### src/rtl/nios_ii_e_if.sv
// rtl/nios_ii_e_if.sv - switch/LED and serial transceiver signal bundle for nios_ii_e
interface nios_ii_e_if;
   logic [9:0] switches_export;
   logic [9:0] leds_export;
   logic [7:0] parallel_in_export;
   logic       start_send_export;
   logic       issending_export;
   logic       isreceiving_export;
   logic [7:0] parallel_out_export;

   // Stimulus / board side
   modport master (
      output switches_export,
      output issending_export,
      output isreceiving_export,
      output parallel_out_export,
      input  leds_export,
      input  parallel_in_export,
      input  start_send_export
   );

   // Controller side
   modport slave (
      input  switches_export,
      input  issending_export,
      input  isreceiving_export,
      input  parallel_out_export,
      output leds_export,
      output parallel_in_export,
      output start_send_export
   );
endinterface

### src/rtl/nios_ii_e.sv
// rtl/nios_ii_e.sv - switch-driven serial transmit requester and receive byte display
module nios_ii_e #(
   parameter int START_TIMEOUT = 1048576
) (
   input  logic        clk_clk,
   input  logic        reset_reset_n,
   nios_ii_e_if.slave  bus
);

   localparam int CNT_W = $clog2(START_TIMEOUT + 1);
   localparam logic [CNT_W-1:0] CNT_LAST = CNT_W'(START_TIMEOUT - 1);

   typedef enum logic [1:0] {
      IDLE = 2'd0,
      REQ  = 2'd1,
      BUSY = 2'd2
   } txState_t;

   txState_t         state;
   txState_t         nextState;

   logic [8:0]       swMeta;
   logic [8:0]       swSync;
   logic             sendMeta;
   logic             sendSync;
   logic             rcvMeta;
   logic             rcvSync;
   logic [7:0]       poMeta;
   logic [7:0]       poSync;

   logic [1:0]       syncFill;
   logic             armed;
   logic             trigger;

   logic [CNT_W-1:0] cnt;
   logic             cntClear;
   logic             cntInc;

   logic [7:0]       txReg;
   logic             startSendQ;
   logic             busyQ;

   logic             rcvPrev;
   logic [7:0]       shadow;
   logic [7:0]       rxByte;

   // Bit 9 of the switches has no function
   logic             unusedSw9;
   assign unusedSw9 = bus.switches_export[9];

   // Two-flop synchronizers for every input coming from outside the clock domain
   always_ff @(posedge clk_clk or negedge reset_reset_n) begin
      if (!reset_reset_n) begin
         swMeta   <= '0;
         swSync   <= '0;
         sendMeta <= 1'b0;
         sendSync <= 1'b0;
         rcvMeta  <= 1'b0;
         rcvSync  <= 1'b0;
         poMeta   <= '0;
         poSync   <= '0;
      end else begin
         swMeta   <= bus.switches_export[8:0];
         swSync   <= swMeta;
         sendMeta <= bus.issending_export;
         sendSync <= sendMeta;
         rcvMeta  <= bus.isreceiving_export;
         rcvSync  <= rcvMeta;
         poMeta   <= bus.parallel_out_export;
         poSync   <= poMeta;
      end
   end

   // Send-edge detector: armed only after seeing the request bit low once the
   // synchronizer has been refilled, so a switch held high across reset never fires
   always_ff @(posedge clk_clk or negedge reset_reset_n) begin
      if (!reset_reset_n) begin
         syncFill <= 2'b00;
         armed    <= 1'b0;
      end else begin
         syncFill <= {syncFill[0], 1'b1};
         armed    <= syncFill[1] ? ~swSync[8] : 1'b0;
      end
   end

   assign trigger = swSync[8] & armed;

   // Transmit FSM state register and request timeout counter
   always_ff @(posedge clk_clk or negedge reset_reset_n) begin
      if (!reset_reset_n) begin
         state <= IDLE;
         cnt   <= '0;
      end else begin
         state <= nextState;
         if (cntClear) begin
            cnt <= '0;
         end else if (cntInc) begin
            cnt <= cnt + 1'b1;
         end
      end
   end

   // Transmit FSM next-state and counter control
   always_comb begin
      nextState = state;
      cntClear  = 1'b0;
      cntInc    = 1'b0;
      case (state)
         IDLE: begin
            if (trigger) begin
               nextState = REQ;
               cntClear  = 1'b1;
            end
         end
         REQ: begin
            if (sendSync) begin
               nextState = BUSY;
            end else if (cnt >= CNT_LAST) begin
               nextState = IDLE;
            end else begin
               cntInc = 1'b1;
            end
         end
         BUSY: begin
            if (!sendSync) begin
               nextState = IDLE;
            end
         end
         default: nextState = IDLE;
      endcase
   end

   // Registered transmit outputs; the byte is captured only on an accepted trigger
   always_ff @(posedge clk_clk or negedge reset_reset_n) begin
      if (!reset_reset_n) begin
         txReg      <= '0;
         startSendQ <= 1'b0;
         busyQ      <= 1'b0;
      end else begin
         if (state == IDLE && trigger) begin
            txReg <= swSync[7:0];
         end
         startSendQ <= (nextState == REQ);
         busyQ      <= (nextState != IDLE);
      end
   end

   // Receive path: shadow the incoming byte while receiving, commit it on the falling edge
   always_ff @(posedge clk_clk or negedge reset_reset_n) begin
      if (!reset_reset_n) begin
         rcvPrev <= 1'b0;
         shadow  <= '0;
         rxByte  <= '0;
      end else begin
         rcvPrev <= rcvSync;
         if (rcvSync) begin
            shadow <= poSync;
         end
         if (rcvPrev && !rcvSync) begin
            rxByte <= shadow;
         end
      end
   end

   assign bus.leds_export        = {rcvSync, busyQ, rxByte};
   assign bus.parallel_in_export = txReg;
   assign bus.start_send_export  = startSendQ;

endmodule

### src/flat_wrapper.sv
// flat-port wrapper written by rule: the top's interface ports become plain ports
module nios_ii_e_flat 
#(
   parameter int START_TIMEOUT = 1048576
)
  (clk_clk, reset_reset_n, bus_switches_export, bus_issending_export, bus_isreceiving_export, bus_parallel_out_export, bus_leds_export, bus_parallel_in_export, bus_start_send_export);
  nios_ii_e_if bus_i ();
  input  logic clk_clk;
  input  logic reset_reset_n;
  input wire logic [$bits(bus_i.switches_export)-1:0] bus_switches_export;
  input wire logic [$bits(bus_i.issending_export)-1:0] bus_issending_export;
  input wire logic [$bits(bus_i.isreceiving_export)-1:0] bus_isreceiving_export;
  input wire logic [$bits(bus_i.parallel_out_export)-1:0] bus_parallel_out_export;
  output wire logic [$bits(bus_i.leds_export)-1:0] bus_leds_export;
  output wire logic [$bits(bus_i.parallel_in_export)-1:0] bus_parallel_in_export;
  output wire logic [$bits(bus_i.start_send_export)-1:0] bus_start_send_export;
  assign bus_i.switches_export = bus_switches_export;
  assign bus_i.issending_export = bus_issending_export;
  assign bus_i.isreceiving_export = bus_isreceiving_export;
  assign bus_i.parallel_out_export = bus_parallel_out_export;
  assign bus_leds_export = bus_i.leds_export;
  assign bus_parallel_in_export = bus_i.parallel_in_export;
  assign bus_start_send_export = bus_i.start_send_export;
  nios_ii_e #(.START_TIMEOUT(START_TIMEOUT)) u_core (.clk_clk(clk_clk), .reset_reset_n(reset_reset_n), .bus(bus_i));
endmodule
### config.mk
export PLATFORM = sky130hd
export DESIGN_NAME = nios_ii_e_flat
export DESIGN_NICKNAME = d
export VERILOG_FILES = /design/src/rtl/nios_ii_e_if.sv /design/src/rtl/nios_ii_e.sv /design/src/flat_wrapper.sv
export SDC_FILE = /design/constraint.sdc
export NUM_CORES = 1
export LEC_CHECK = 0
export CORE_ASPECT_RATIO = 0.7
export CORE_MARGIN = 2
export CORE_UTILIZATION = 40
export CTS_CLUSTER_SIZE = 10
export DETAILED_ROUTE_END_ITERATION = 10
export PLACE_DENSITY_LB_ADDON = 0.25
export RECOVER_POWER = 50
export SLEW_MARGIN = 0
export SYNTH_ARGS = -nofsm -noshare
export SYNTH_HDL_FRONTEND = slang
export SYNTH_SLANG_ARGS = --single-unit
### constraint.sdc
create_clock -name clk_clk -period 2 [get_ports clk_clk]
set_input_delay 0.6 -clock clk_clk [delete_from_list [all_inputs] [get_ports clk_clk]]
set_output_delay 0.6 -clock clk_clk [all_outputs]
set_load 0.1 [all_outputs]
# [Word level (Yosys, flattened, before mapping)]
# Cells that the tools add are included.
[op_classes] n_eq_ne=3 bitwise_logic=2 reduce_logical=6 n_addsub=1 magnitude_cmp=1 muxes=13
[op_table] cell="21-bit two-way mux" count=2
[op_table] cell="21-bit by 1-bit adder with 21-bit output (second input constant)" count=1
[op_table] cell="21-bit by 20-bit >= comparator with 1-bit output (second input constant)" count=1
[op_table] cell="2-bit two-way mux" count=4
[op_table] cell="1-bit two-way mux" count=6
[op_table] cell="2-bit case mux with 3 select lines" count=1
[op_table] cell="2-bit by 1-bit equality test with 1-bit output (second input constant)" count=2
[op_table] cell="2-bit nonzero test" count=2
[op_table] cell="2-bit equality test (second input constant)" count=1
[op_table] cell="1-bit logical AND" count=2
[op_table] cell="2-bit logical NOT" count=1
[op_table] cell="1-bit bitwise AND" count=1
[op_table] cell="1-bit logical NOT" count=1
[op_table] cell="1-bit NOT" count=1
[totals] input_bits=22 wordCells=44 output_inout_bits=19 regBits=91

# [Logic depth before layout (Yosys ltp)]
# Gate-level depths: netlist of the first run.
[depth] word_depth=6 ltp_mapped=6 depth_no_buf=5

# [Worst setup path before layout of the first run]
# Ideal clock, no wire load.
[synth_timing] kind="reg2reg" startpoint="reg u_core.cnt[20]" endpoint="reg u_core.cnt[15]" stages_incl_launch_ff=6 synth_period_minus_slack_ns=1.881 setup_ns=0.067 t_required_ns=1.933 slack_ns=0.119 t_arrival_ns=1.814 n_path_buf=0 cell_sequence="dfrtp_1 nor4b_4 nand3_2 nor4_1 or4b_1 nand2b_1"
[synth_via] elab_chain_cells=5
[synth_lines] item="start: declaration" line="nios_ii_e.sv:35" rtl="logic [CNT_W-1:0] cnt;"
[synth_lines] item="start signal: assignment" line="nios_ii_e.sv:98" rtl="cnt <= cnt + 1'b1;"
[synth_lines] item="21-bit by 20-bit >= comparator with 1-bit output" line="nios_ii_e.sv:118" rtl="end else if (cnt >= CNT_LAST) begin"
[synth_lines] item="1-bit two-way mux" line="nios_ii_e.sv:118"
[synth_lines] item="1-bit two-way mux" line="nios_ii_e.sv:116" rtl="if (sendSync) begin"
[synth_lines] item="1-bit two-way mux" line="nios_ii_e.sv:108" rtl="case (state)"
[synth_lines] item="2-bit nonzero test (no source line)"
# No other way between the ends.
# A chain may end at the register's enable or synchronous reset.

# [Worst setup path in the final report of the first run]
[layout_timing] startpoint="reg u_core.cnt[4]" endpoint="reg u_core.cnt[15]"
[layout_via] elab_chain_cells=5 word_cells_on_any_way=8 classes_between="add/sub: 1; order compare: 1; mux: 5; reduce/logical: 1"
[layout_lines] item="21-bit by 20-bit >= comparator with 1-bit output" line="nios_ii_e.sv:118"
[layout_lines] item="1-bit two-way mux" line="nios_ii_e.sv:118"
[layout_lines] item="1-bit two-way mux" line="nios_ii_e.sv:116"
[layout_lines] item="1-bit two-way mux" line="nios_ii_e.sv:108"
[layout_lines] item="2-bit nonzero test (no source line)"
# Several ways; a longest one is shown, not always the timed one. The select of a mux whose other input is x is not followed.

==> results of run 1 <==
per-layer routing:
layer  track usage  wire, um  vias to the layer above
met5             0         0                        -
met4        0.0512        87                        0
met3        0.0596       385                        8
met2         0.203      2550                       54
met1         0.210      2850                      988
li1              -         -                      965
path summary, 6_finish.rpt:
path	startpoint	end	slack [ns]	depth (start not counted)
worst max register to register	u_core.cnt[4]	u_core.cnt[15]	0.11	5
worst max-delay path	u_core.cnt[4]	u_core.cnt[15]	0.11	5
min in group asynchronous	reset_reset_n	u_core.cnt[1]	0.36	1
max in group asynchronous	reset_reset_n	u_core.swMeta[7]	0.37	2
worst min register to register	u_core.poMeta[7]	u_core.poSync[7]	0.35	0
worst min-delay path	u_core.poMeta[7]	u_core.poSync[7]	0.35	0
critical path: cells and delay by family (launching register included):
kind / cells / cell delay, ns
AND/OR/NAND/NOR: 4 / 1.24
buffers and inverters: 1 / 0.18
flip-flops: 1 / 0.41
power by group through the flow:
stage / Clock [W] / Combinational (W) / Sequential, W
detailed placement: 0 / 0.00126 / 0.00218
finish: 0.00162 / 0.00124 / 0.00215
global route: 0.00175 / 0.00129 / 0.00218
floorplan: 0 / 0.000205 / 0.00269
global placement: 0 / 0.00125 / 0.00218
CTS: 0.00167 / 0.00126 / 0.00216
final cells by class:
| class | count | area share |
|---|---|---|
| Tap cell | 101 | 0.0287 |
| Inverter | 5 | 0.00426 |
| Timing Repair Buffer | 58 | 0.161 |
| Multi-Input combinational cell | 145 | 0.225 |
| Clock buffer | 11 | 0.0528 |
| Clock inverter | 5 | 0.0122 |
| Sequential cell | 91 | 0.516 |
metrics by stage:
step	area (um2)	hold WS, ns
after floorplan	3310	0.304
after global placement	4130	0.331
after detailed placement	4130	0.335
after CTS	4420	0.216
after global routing	4410	0.355
final	4410	0.346
sequential cells by signal, indices dropped and copies added, names as in the netlist:
name,count
u_core.poSync,8
u_core.sendSync,1
u_core.rxByte,8
u_core.state,2
u_core.bus.parallel_in_export,8
u_core.rcvPrev,1
u_core.busyQ,1
u_core.swMeta,9
u_core.shadow,8
u_core.sendMeta,1
u_core.bus.start_send_export,1
u_core.armed,1
u_core.syncFill,2
u_core.rcvSync,1
u_core.poMeta,8
u_core.cnt,21
u_core.rcvMeta,1
u_core.swSync,9
cells in the final DEF, fill, tap and decap left out, types with 5 or more instances in the layout:
cell | Yosys | routed
a21oi_1 | 6 | 6
dfrtp_1 | 91 | 91
nor2_1 | 17 | 17
mux2_2 | 16 | 16
dlygate4sd3_1 | 0 | 19
nand2_1 | 40 | 40
nand3_1 | 5 | 5
buf_12 | 0 | 19
clkbuf_16 | 0 | 9
buf_4 | 2 | 16
a211oi_1 | 5 | 5
xnor2_1 | 11 | 11
inv_1 | 5 | 5
timing repair:
item                       4_1_cts  5_1_grt
resized for setup                0        3
hold buffers                     0        0
setup endpoints to repair        0        4
cells by family (layout without fill, tap and decap cells):
logic type	after synthesis	count (layout)	synth area share
xor+xnor	12	12	0.0317
simple gates	92	92	0.153
buf+inv	14	79	0.0185
flops	91	91	0.687
other cells	1	1	0.00113
mux	19	19	0.0634
fa+ha+maj	1	1	0.00377
compound gates	20	20	0.0419
==> out/results.tsv, run 1 <==
stage	metric	value	unit
run_status	status	complete, no violations	
flow_run	maxCapViolCount	0	
power	power_density	1140	mW/mm2
placement	place_ws	0.0956	ns
critical_path	worstPathRequired	2.27	ns
die	initial_utilization	0.417	
route	ant_nets	0	
power	p_leak	1.98	nW
timing	finalCriticalPeriod	1.89	ns
power	peakVddDrop	0.746	mV
cells_and_area	diodes	0	
hold_path	hp-class	flop to flop	
cells_and_area	layout.nets	333	
power	p_clk_frac	0.324	
power	finalPower	0.00501	W
timing	final.period_utilization	0.947	
power	p_int	0.00342	W
clocking	clock-sinks	91	
yosys	synth-async-reset-ratio	1.00	
die	pin_count	41	
cells_and_area	drive_gt1_frac	0.260	
yosys	yosysTopAreaCellShare	0.687	
global_routing	antenna_found_initial	0	
die	num_rows	27	
timing	drv_slew	0	
clocking	postCtsSetupBuffers	0	
global_routing	grt.total_usage	0.147	
yosys	synth_seq_area_share	0.687	
yosys	synth_common_cells	91 x dfrtp_1, 40 x nand2_1, 17 x nor2_1	
route	first_pass_iters	4	
yosys	synth_cell_types	42	
yosys	synth_warnings	0	
placement	place_congestion	0.833	
route	post_drt_wl_per_cell	14.1	um
yosys	syn_area	0.00331	mm2
yosys	yosys.area.top_type	dfrtp_1	
clocking	clkTransAtPathRegs	0.06	ns
yosys	yosys_most_used_dff	dfrtp_1	
power	combinationalPowerShare	0.247	
clocking	numCtsBuffers	9	
route	drt_first_iter_violations	114	
critical_path	cp_max_fo	4	
die	die_y	80.2	um
timing	finalHoldViolCount	0	
global_routing	grt_overflow_total	0	
cells_and_area	utilization	0.555	
die	core_area	0.00794	mm2
global_routing	grt_pass1_vias	2073	
power	p_seq_frac	0.429	
critical_path	crit_path_start_kind	flop	
route	drc	0	
placement	dp.cells	400	
timing	setup_tns	0	ns
timing	rsz0062_at_grt	yes	
clocking	root_buffer	clkbuf_16	
cells_and_area	multiInputGateArea	992	um2
yosys	synth_edf_count	0	
cells_and_area	seqCellArea	0.00228	mm2
timing	clock.fmax	528	MHz
clocking	ctsLongestPathBuffers	2	
critical_path	cpPeakStageDelay	0.51	ns
critical_path	path_class	flop to flop	
yosys	postSynthCellCount	250	
die	die_area	0.00904	mm2
placement	io_buffers	39	
global_routing	grt_max_degree	38	
die	die_x	113	um
clocking	cts_max_level	3	
yosys	synth.most_common_cell	dfrtp_1	
route	wirelength	5.87	mm
critical_path	cpMaxStageDelayCell	or4_1	
yosys	postSynthRegisterBits	91	
yosys	synth.area.top_cells	dfrtp_1 69%, mux2_2 5.4%, nand2_1 4.5%	
timing	setup_viol	0	
clocking	clock_latency	0.33	ns
timing	relSlewSlack	0.443	
cells_and_area	fill_cells	675	
placement	dp_hpwl	4.09	mm
yosys	syn_avg_cell_area	13.3	um2
critical_path	worst_setup_path_end_kind	flop	
timing	worstMarginPinSlew	0.836	ns
route	drt-vias-per-instance	4.84	
route	vias	2015	
critical_path	cp_cell_sequence	nand4_2 -> buf_4 -> or4_1 -> or4b_1 -> nand2b_1	
timing	setup_slack	0.105	ns
global_routing	grt_pass1_wl	10.1	mm
timing	finClkSkew	0.00468	ns
cells_and_area	stdcell_count	416	
power	p_sw_frac	0.319	
power	p_switching	0.00160	W
cells_and_area	area_delta_synth_final	33.0	%
critical_path	worstPathArrival	2.17	ns
yosys	syn_nets	273	
clocking	cts_tree	yes	
No activity file was read; power rests on OpenSTA's default activity.
==> run 2: changes to the inputs <==
CTS_BUF_LIST = sky130_fd_sc_hd__clkbuf_8 sky130_fd_sc_hd__clkbuf_16   (was not set)
==> out/results.tsv, run 2 (synthesis gave the netlist of run 1 again) <==
stage	metric	value	unit	change
route	ant_nets	0		unchanged
critical_path	worstPathRequired	2.27	ns	about the same
critical_path	critPathBufInv	1		unchanged
timing	relSlewSlack	0.443		unchanged
critical_path	cp_cell_sequence	nand4_2 -> buf_4 -> or4_1 -> or4b_1 -> nand2b_1		unchanged
global_routing	grt_pass1_vias	2073		unchanged
power	peakVddDrop	0.746	mV	unchanged
timing	rsz0062_at_grt	yes		unchanged
clocking	numCtsBuffers	9		unchanged
global_routing	grt_overflow_total	0		unchanged
clocking	postCtsSetupBuffers	0		unchanged
flow_run	maxCapViolCount	0		unchanged
cells_and_area	largest_reg_flops	21		unchanged
clocking	cts_resized	0		unchanged
clocking	root_buffer	clkbuf_16		unchanged
timing	final.period_utilization	0.949		was 0.947
placement	place_congestion	0.833		unchanged
die	die_x	113	um	unchanged
cells_and_area	area_delta_synth_final	33.0	%	unchanged
placement	io_buffers	39		unchanged
route	first_pass_iters	4		unchanged
cells_and_area	diodes	0		unchanged
run_status	status	complete, no violations		unchanged
die	die_area	0.00904	mm2	unchanged
timing	finalCriticalPeriod	1.90	ns	was 1.89 ns
cells_and_area	largestRegisters	u_core.cnt x21, u_core.swMeta x9, u_core.swSync x9		unchanged
timing	whs	0.346	ns	about the same
cells_and_area	largest-register	u_core.cnt		unchanged
clocking	clock_latency	0.33	ns	about the same
global_routing	grt_pass1_wl	10.1	mm	unchanged
critical_path	cp_max_fo	4		unchanged
clocking	cts_tree	yes		unchanged
timing	finClkSkew	0.00477	ns	was 0.00468 ns
route	wirelength	5.87	mm	about the same
timing	clock.fmax	527	MHz	was 528 MHz
route	drt_first_iter_violations	114		unchanged
clocking	hold_buffers	0		unchanged
die	pin_count	41		unchanged
die	die_y	80.2	um	unchanged
die	num_rows	27		unchanged
timing	setup_viol	0		unchanged
placement	placement.cell_area	0.00413	mm2	unchanged
die	initial_utilization	0.417		unchanged
hold_path	hp-class	flop to flop		unchanged
cells_and_area	stdcell_count	416		unchanged
cells_and_area	fill_cells	675		unchanged
cells_and_area	mostFrequentLayoutCell	dfrtp_1		unchanged
global_routing	antenna_found_initial	0		unchanged
placement	dp_hpwl	4.09	mm	unchanged
clocking	ctsLongestPathBuffers	2		unchanged
route	drc	0		unchanged
route	vias	2008		was 2015
critical_path	crit_path_start_kind	flop		unchanged
cells_and_area	final_cell_mix	91 x dfrtp_1, 40 x nand2_1, 19 x dlygate4sd3_1, 19 x buf_12, 17 x nor2_1		unchanged
timing	drv_slew	0		unchanged
critical_path	cpPeakStageDelay	0.51	ns	about the same
timing	setup_tns	0	ns	unchanged
route	post_drt_wl_per_cell	14.1	um	about the same
global_routing	grt_max_degree	38		unchanged
die	core_area	0.00794	mm2	unchanged
critical_path	cpLargestDelayFamily	simple AND/OR/NAND/NOR gates		unchanged
cells_and_area	layout.nets	333		unchanged
power	power_density	1130	mW/mm2	was 1140 mW/mm2
power	finalPower	0.00500	W	was 0.00501 W
critical_path	cpMaxStageDelayCell	or4_1		unchanged
route	drt-vias-per-instance	4.83		was 4.84
cells_and_area	drive_gt1_frac	0.260		unchanged
critical_path	rrSetupSlack	0.10	ns	was 0.11 ns
clocking	clkTransAtPathRegs	0.06	ns	about the same
placement	dp.cells	400		unchanged
cells_and_area	post-route-cell-area	0.00441	mm2	unchanged
critical_path	worst_setup_path_end_kind	flop		unchanged
power	p_leak	1.99	nW	was 1.98 nW
clocking	clock-sinks	91		unchanged
clocking	cts_max_level	3		unchanged
timing	worstMarginPinSlew	0.836	ns	unchanged
critical_path	path_class	flop to flop		unchanged
timing	finalHoldViolCount	0		unchanged
global_routing	grt.total_usage	0.147		unchanged
critical_path	worstPathArrival	2.17	ns	about the same
==> run 2: cell count changes in the layout (fill, tap and decap cells not counted), sizes merged <==
cell	previous run	this run
clkbuf	14	12
inv	5	7
==> run 2: cell type report <==
cell class	count	area (um2)	share of cell area
Multi-Input combinational cell	145	992	0.225
Clock buffer	9	225	0.0511
Inverter	5	18.8	0.00426
Sequential cell	91	2280	0.516
Clock inverter	7	61.3	0.0139
Tap cell	101	126	0.0287
Timing Repair Buffer	58	708	0.161
==> run 2: metal layers <==
metal,track usage,vias up,part of all wire
li1,-,965,-
met2,0.203,52,0.43
met5,0,-,0
met4,0.0512,0,0.015
met3,0.0596,8,0.065
met1,0.210,983,0.49
==> run 2: path summary, 6_finish.rpt <==
path                               endpoint  cells past startpoint        startpoint
min in group asynchronous     u_core.cnt[1]                      1     reset_reset_n
setup reg to reg             u_core.cnt[15]                      5     u_core.cnt[4]
setup / recovery             u_core.cnt[15]                      5     u_core.cnt[4]
hold reg to reg            u_core.poSync[7]                      0  u_core.poMeta[7]
hold / removal             u_core.poSync[7]                      0  u_core.poMeta[7]
max in group asynchronous  u_core.swMeta[7]                      2     reset_reset_n
==> run 2: metrics by stage <==
| stage | setup slack, ns | utilization |
|---|---|---|
| final | 0.102 | 0.555 |
| after global routing | -0.00619 | 0.555 |
| after CTS | 0.106 | 0.557 |
| after detailed placement | 0.0956 | 0.520 |
| after global placement | 0.126 | 0.520 |
| after floorplan | 0.119 | - |
==> run 2: where the power goes <==
group	internal, W	switching, W
Sequential	0.00200	0.000149
Combinational	0.000448	0.000788
Clock	0.000954	0.000661
Total	0.00341	0.00160
==> run 3: changes to the inputs <==
PLACE_DENSITY = 0.61   (was not set)
PLACE_DENSITY_LB_ADDON = not set   (was 0.25)
==> out/results.tsv, run 3 (synthesis gave the netlist of run 1 again) <==
stage	metric	value	unit	change
critical_path	r2r_cells	5		unchanged
clocking	clock_latency	0.33	ns	about the same
global_routing	grt_pass1_vias	2086		was 2073
route	first_pass_iters	4		unchanged
route	ant_nets	0		unchanged
timing	setup_tns	0	ns	unchanged
die	die_area	0.00904	mm2	unchanged
clocking	hold_buffers	0		unchanged
timing	worstMarginPinSlew	0.814	ns	was 0.836 ns
global_routing	grt_max_degree	35		was 38
timing	setup_slack	0.0836	ns	was 0.102 ns
critical_path	worst_setup_path_end_kind	flop		unchanged
power	p_leak	2.00	nW	was 1.99 nW
die	core_area	0.00794	mm2	unchanged
hold_path	hp-class	primary input to asynchronous set/reset pin		was flop to flop
placement	dp_hpwl	4.17	mm	was 4.09 mm
timing	clock.fmax	522	MHz	was 527 MHz
die	num_rows	27		unchanged
route	drt_first_iter_violations	70		was 114
timing	finalHoldViolCount	0		unchanged
run_status	status	complete, no violations		unchanged
global_routing	grt.total_usage	0.146		was 0.147
die	die_x	113	um	unchanged
route	drt-vias-per-instance	4.80		was 4.83
timing	setup_viol	0		unchanged
cells_and_area	drive_gt1_frac	0.268		was 0.260
critical_path	r2r_start	u_core.cnt[4]		unchanged
timing	finalCriticalPeriod	1.92	ns	was 1.90 ns
critical_path	worstPathRequired	2.27	ns	about the same
flow_run	maxCapViolCount	0		unchanged
critical_path	r2r-end	u_core.cnt[15]		unchanged
cells_and_area	post-route-cell-area	0.00446	mm2	was 0.00441 mm2
cells_and_area	area_delta_synth_final	34.5	%	was 33.0%
cells_and_area	seqCellArea	0.00228	mm2	unchanged
cells_and_area	layout.nets	333		unchanged
die	die_y	80.2	um	unchanged
timing	final.period_utilization	0.958		was 0.949
critical_path	cp_max_fo	4		unchanged
power	power_density	1180	mW/mm2	was 1130 mW/mm2
placement	place_congestion	0.801		was 0.833
route	drc	0		unchanged
global_routing	grt_pass1_wl	10.1	mm	about the same
clocking	root_buffer	clkbuf_16		unchanged
placement	place_ws	0.0800	ns	was 0.0956 ns
placement	io_buffers	39		unchanged
timing	finClkSkew	0.00378	ns	was 0.00477 ns
route	vias	1993		was 2008
die	pin_count	41		unchanged
cells_and_area	final_cell_mix	91 x dfrtp_1, 40 x nand2_1, 19 x buf_12, 17 x nor2_1, 17 x dlygate4sd3_1		was 91 x dfrtp_1, 40 x nand2_1, 19 x dlygate4sd3_1, 19 x buf_12, 17 x nor2_1
clocking	cts_resized	0		unchanged
route	post_drt_wl_per_cell	14.2	um	was 14.1 um
timing	relSlewSlack	0.457		was 0.443
critical_path	rrSetupSlack	0.08	ns	was 0.10 ns
cells_and_area	diodes	0		unchanged
power	peakVddDrop	0.928	mV	was 0.746 mV
critical_path	path_class	flop to flop		unchanged
cells_and_area	multiInputGateArea	991	um2	was 992 um2
cells_and_area	fill_cells	635		was 675
route	wirelength	5.89	mm	was 5.87 mm
clocking	cts_max_level	3		unchanged
critical_path	worstPathArrival	2.19	ns	was 2.17 ns
placement	placement.cell_area	0.00414	mm2	was 0.00413 mm2
cells_and_area	largestRegisters	u_core.cnt x21, u_core.swMeta x9, u_core.swSync x9		unchanged
clocking	ctsLongestPathBuffers	2		unchanged
clocking	numCtsBuffers	9		unchanged
clocking	clkTransAtPathRegs	0.06	ns	about the same
cells_and_area	largest_reg_flops	21		unchanged
cells_and_area	largest-register	u_core.cnt		unchanged
cells_and_area	mostFrequentLayoutCell	dfrtp_1		unchanged
clocking	cts_tree	yes		unchanged
die	initial_utilization	0.417		unchanged
timing	rsz0062_at_grt	no		was yes
clocking	clock-sinks	91		unchanged
clocking	postCtsSetupBuffers	0		unchanged
global_routing	antenna_found_initial	0		unchanged
critical_path	crit_path_start_kind	flop		unchanged
global_routing	grt_overflow_total	0		unchanged
timing	drv_slew	0		unchanged
## run 3: cell types whose count changed in the layout (fill, tap and decap cells not counted), moves of 2 or more
cell,change
clkbuf_2,+2
clkdlybuf4s50_1,+2
clkinv_2,-3
inv_1,-2
dlygate4sd3_1,-2
clkbuf_8,+3
## run 3: layer usage
metal	routed length, um	GRT usage
met1	2990	0.207
met2	2560	0.202
met3	266	0.0604
met4	76	0.0512
met5	0	0
## run 3: through the flow
stage	utilization	std cells	hold WS [ns]	total power, W
3_5_place_dp	0.522	400	0.335	0.00344
5_1_grt	0.562	415	0.354	0.00544
4_1_cts	0.564	415	0.220	0.00532
6_report	0.562	415	0.345	0.00524
2_1_floorplan	-	250	0.304	0.00289
3_3_place_gp	0.522	400	0.331	0.00343
## run 3: critical path: stages, from the launching register on
cell and delay (ns):
dfrtp_1 0.41, nand4_2 0.14, buf_4 0.17, or4_1 0.56, or4b_1 0.49, nand2b_1 0.08
## run 3: worst max path at each step
stage	slack, ns	end	from	depth (start not counted)
after floorplan	0.12	u_core.cnt[15]	u_core.cnt[20]	5
after global placement	0.15	u_core.cnt[10]	u_core.cnt[13]	7
after detailed placement	0.08	u_core.cnt[10]	u_core.cnt[13]	7
after CTS	0.06	u_core.cnt[10]	u_core.cnt[13]	7
after global routing	0.004	u_core.cnt[15]	u_core.cnt[4]	5
final	0.08	u_core.cnt[15]	u_core.cnt[4]	5
## run 3: power breakdown
group	switching (W)	internal [W]
registers	0.000148	0.00200
clock network	0.000662	0.00119
logic	0.000786	0.000447
## run 3: area by class of cell
cell class,instances,area share
Clock inverter,3,0.0154
Clock buffer,12,0.0598
Multi-Input combinational cell,145,0.222
Sequential cell,91,0.511
Timing Repair Buffer,58,0.159
Inverter,5,0.00421
Tap cell,101,0.0283
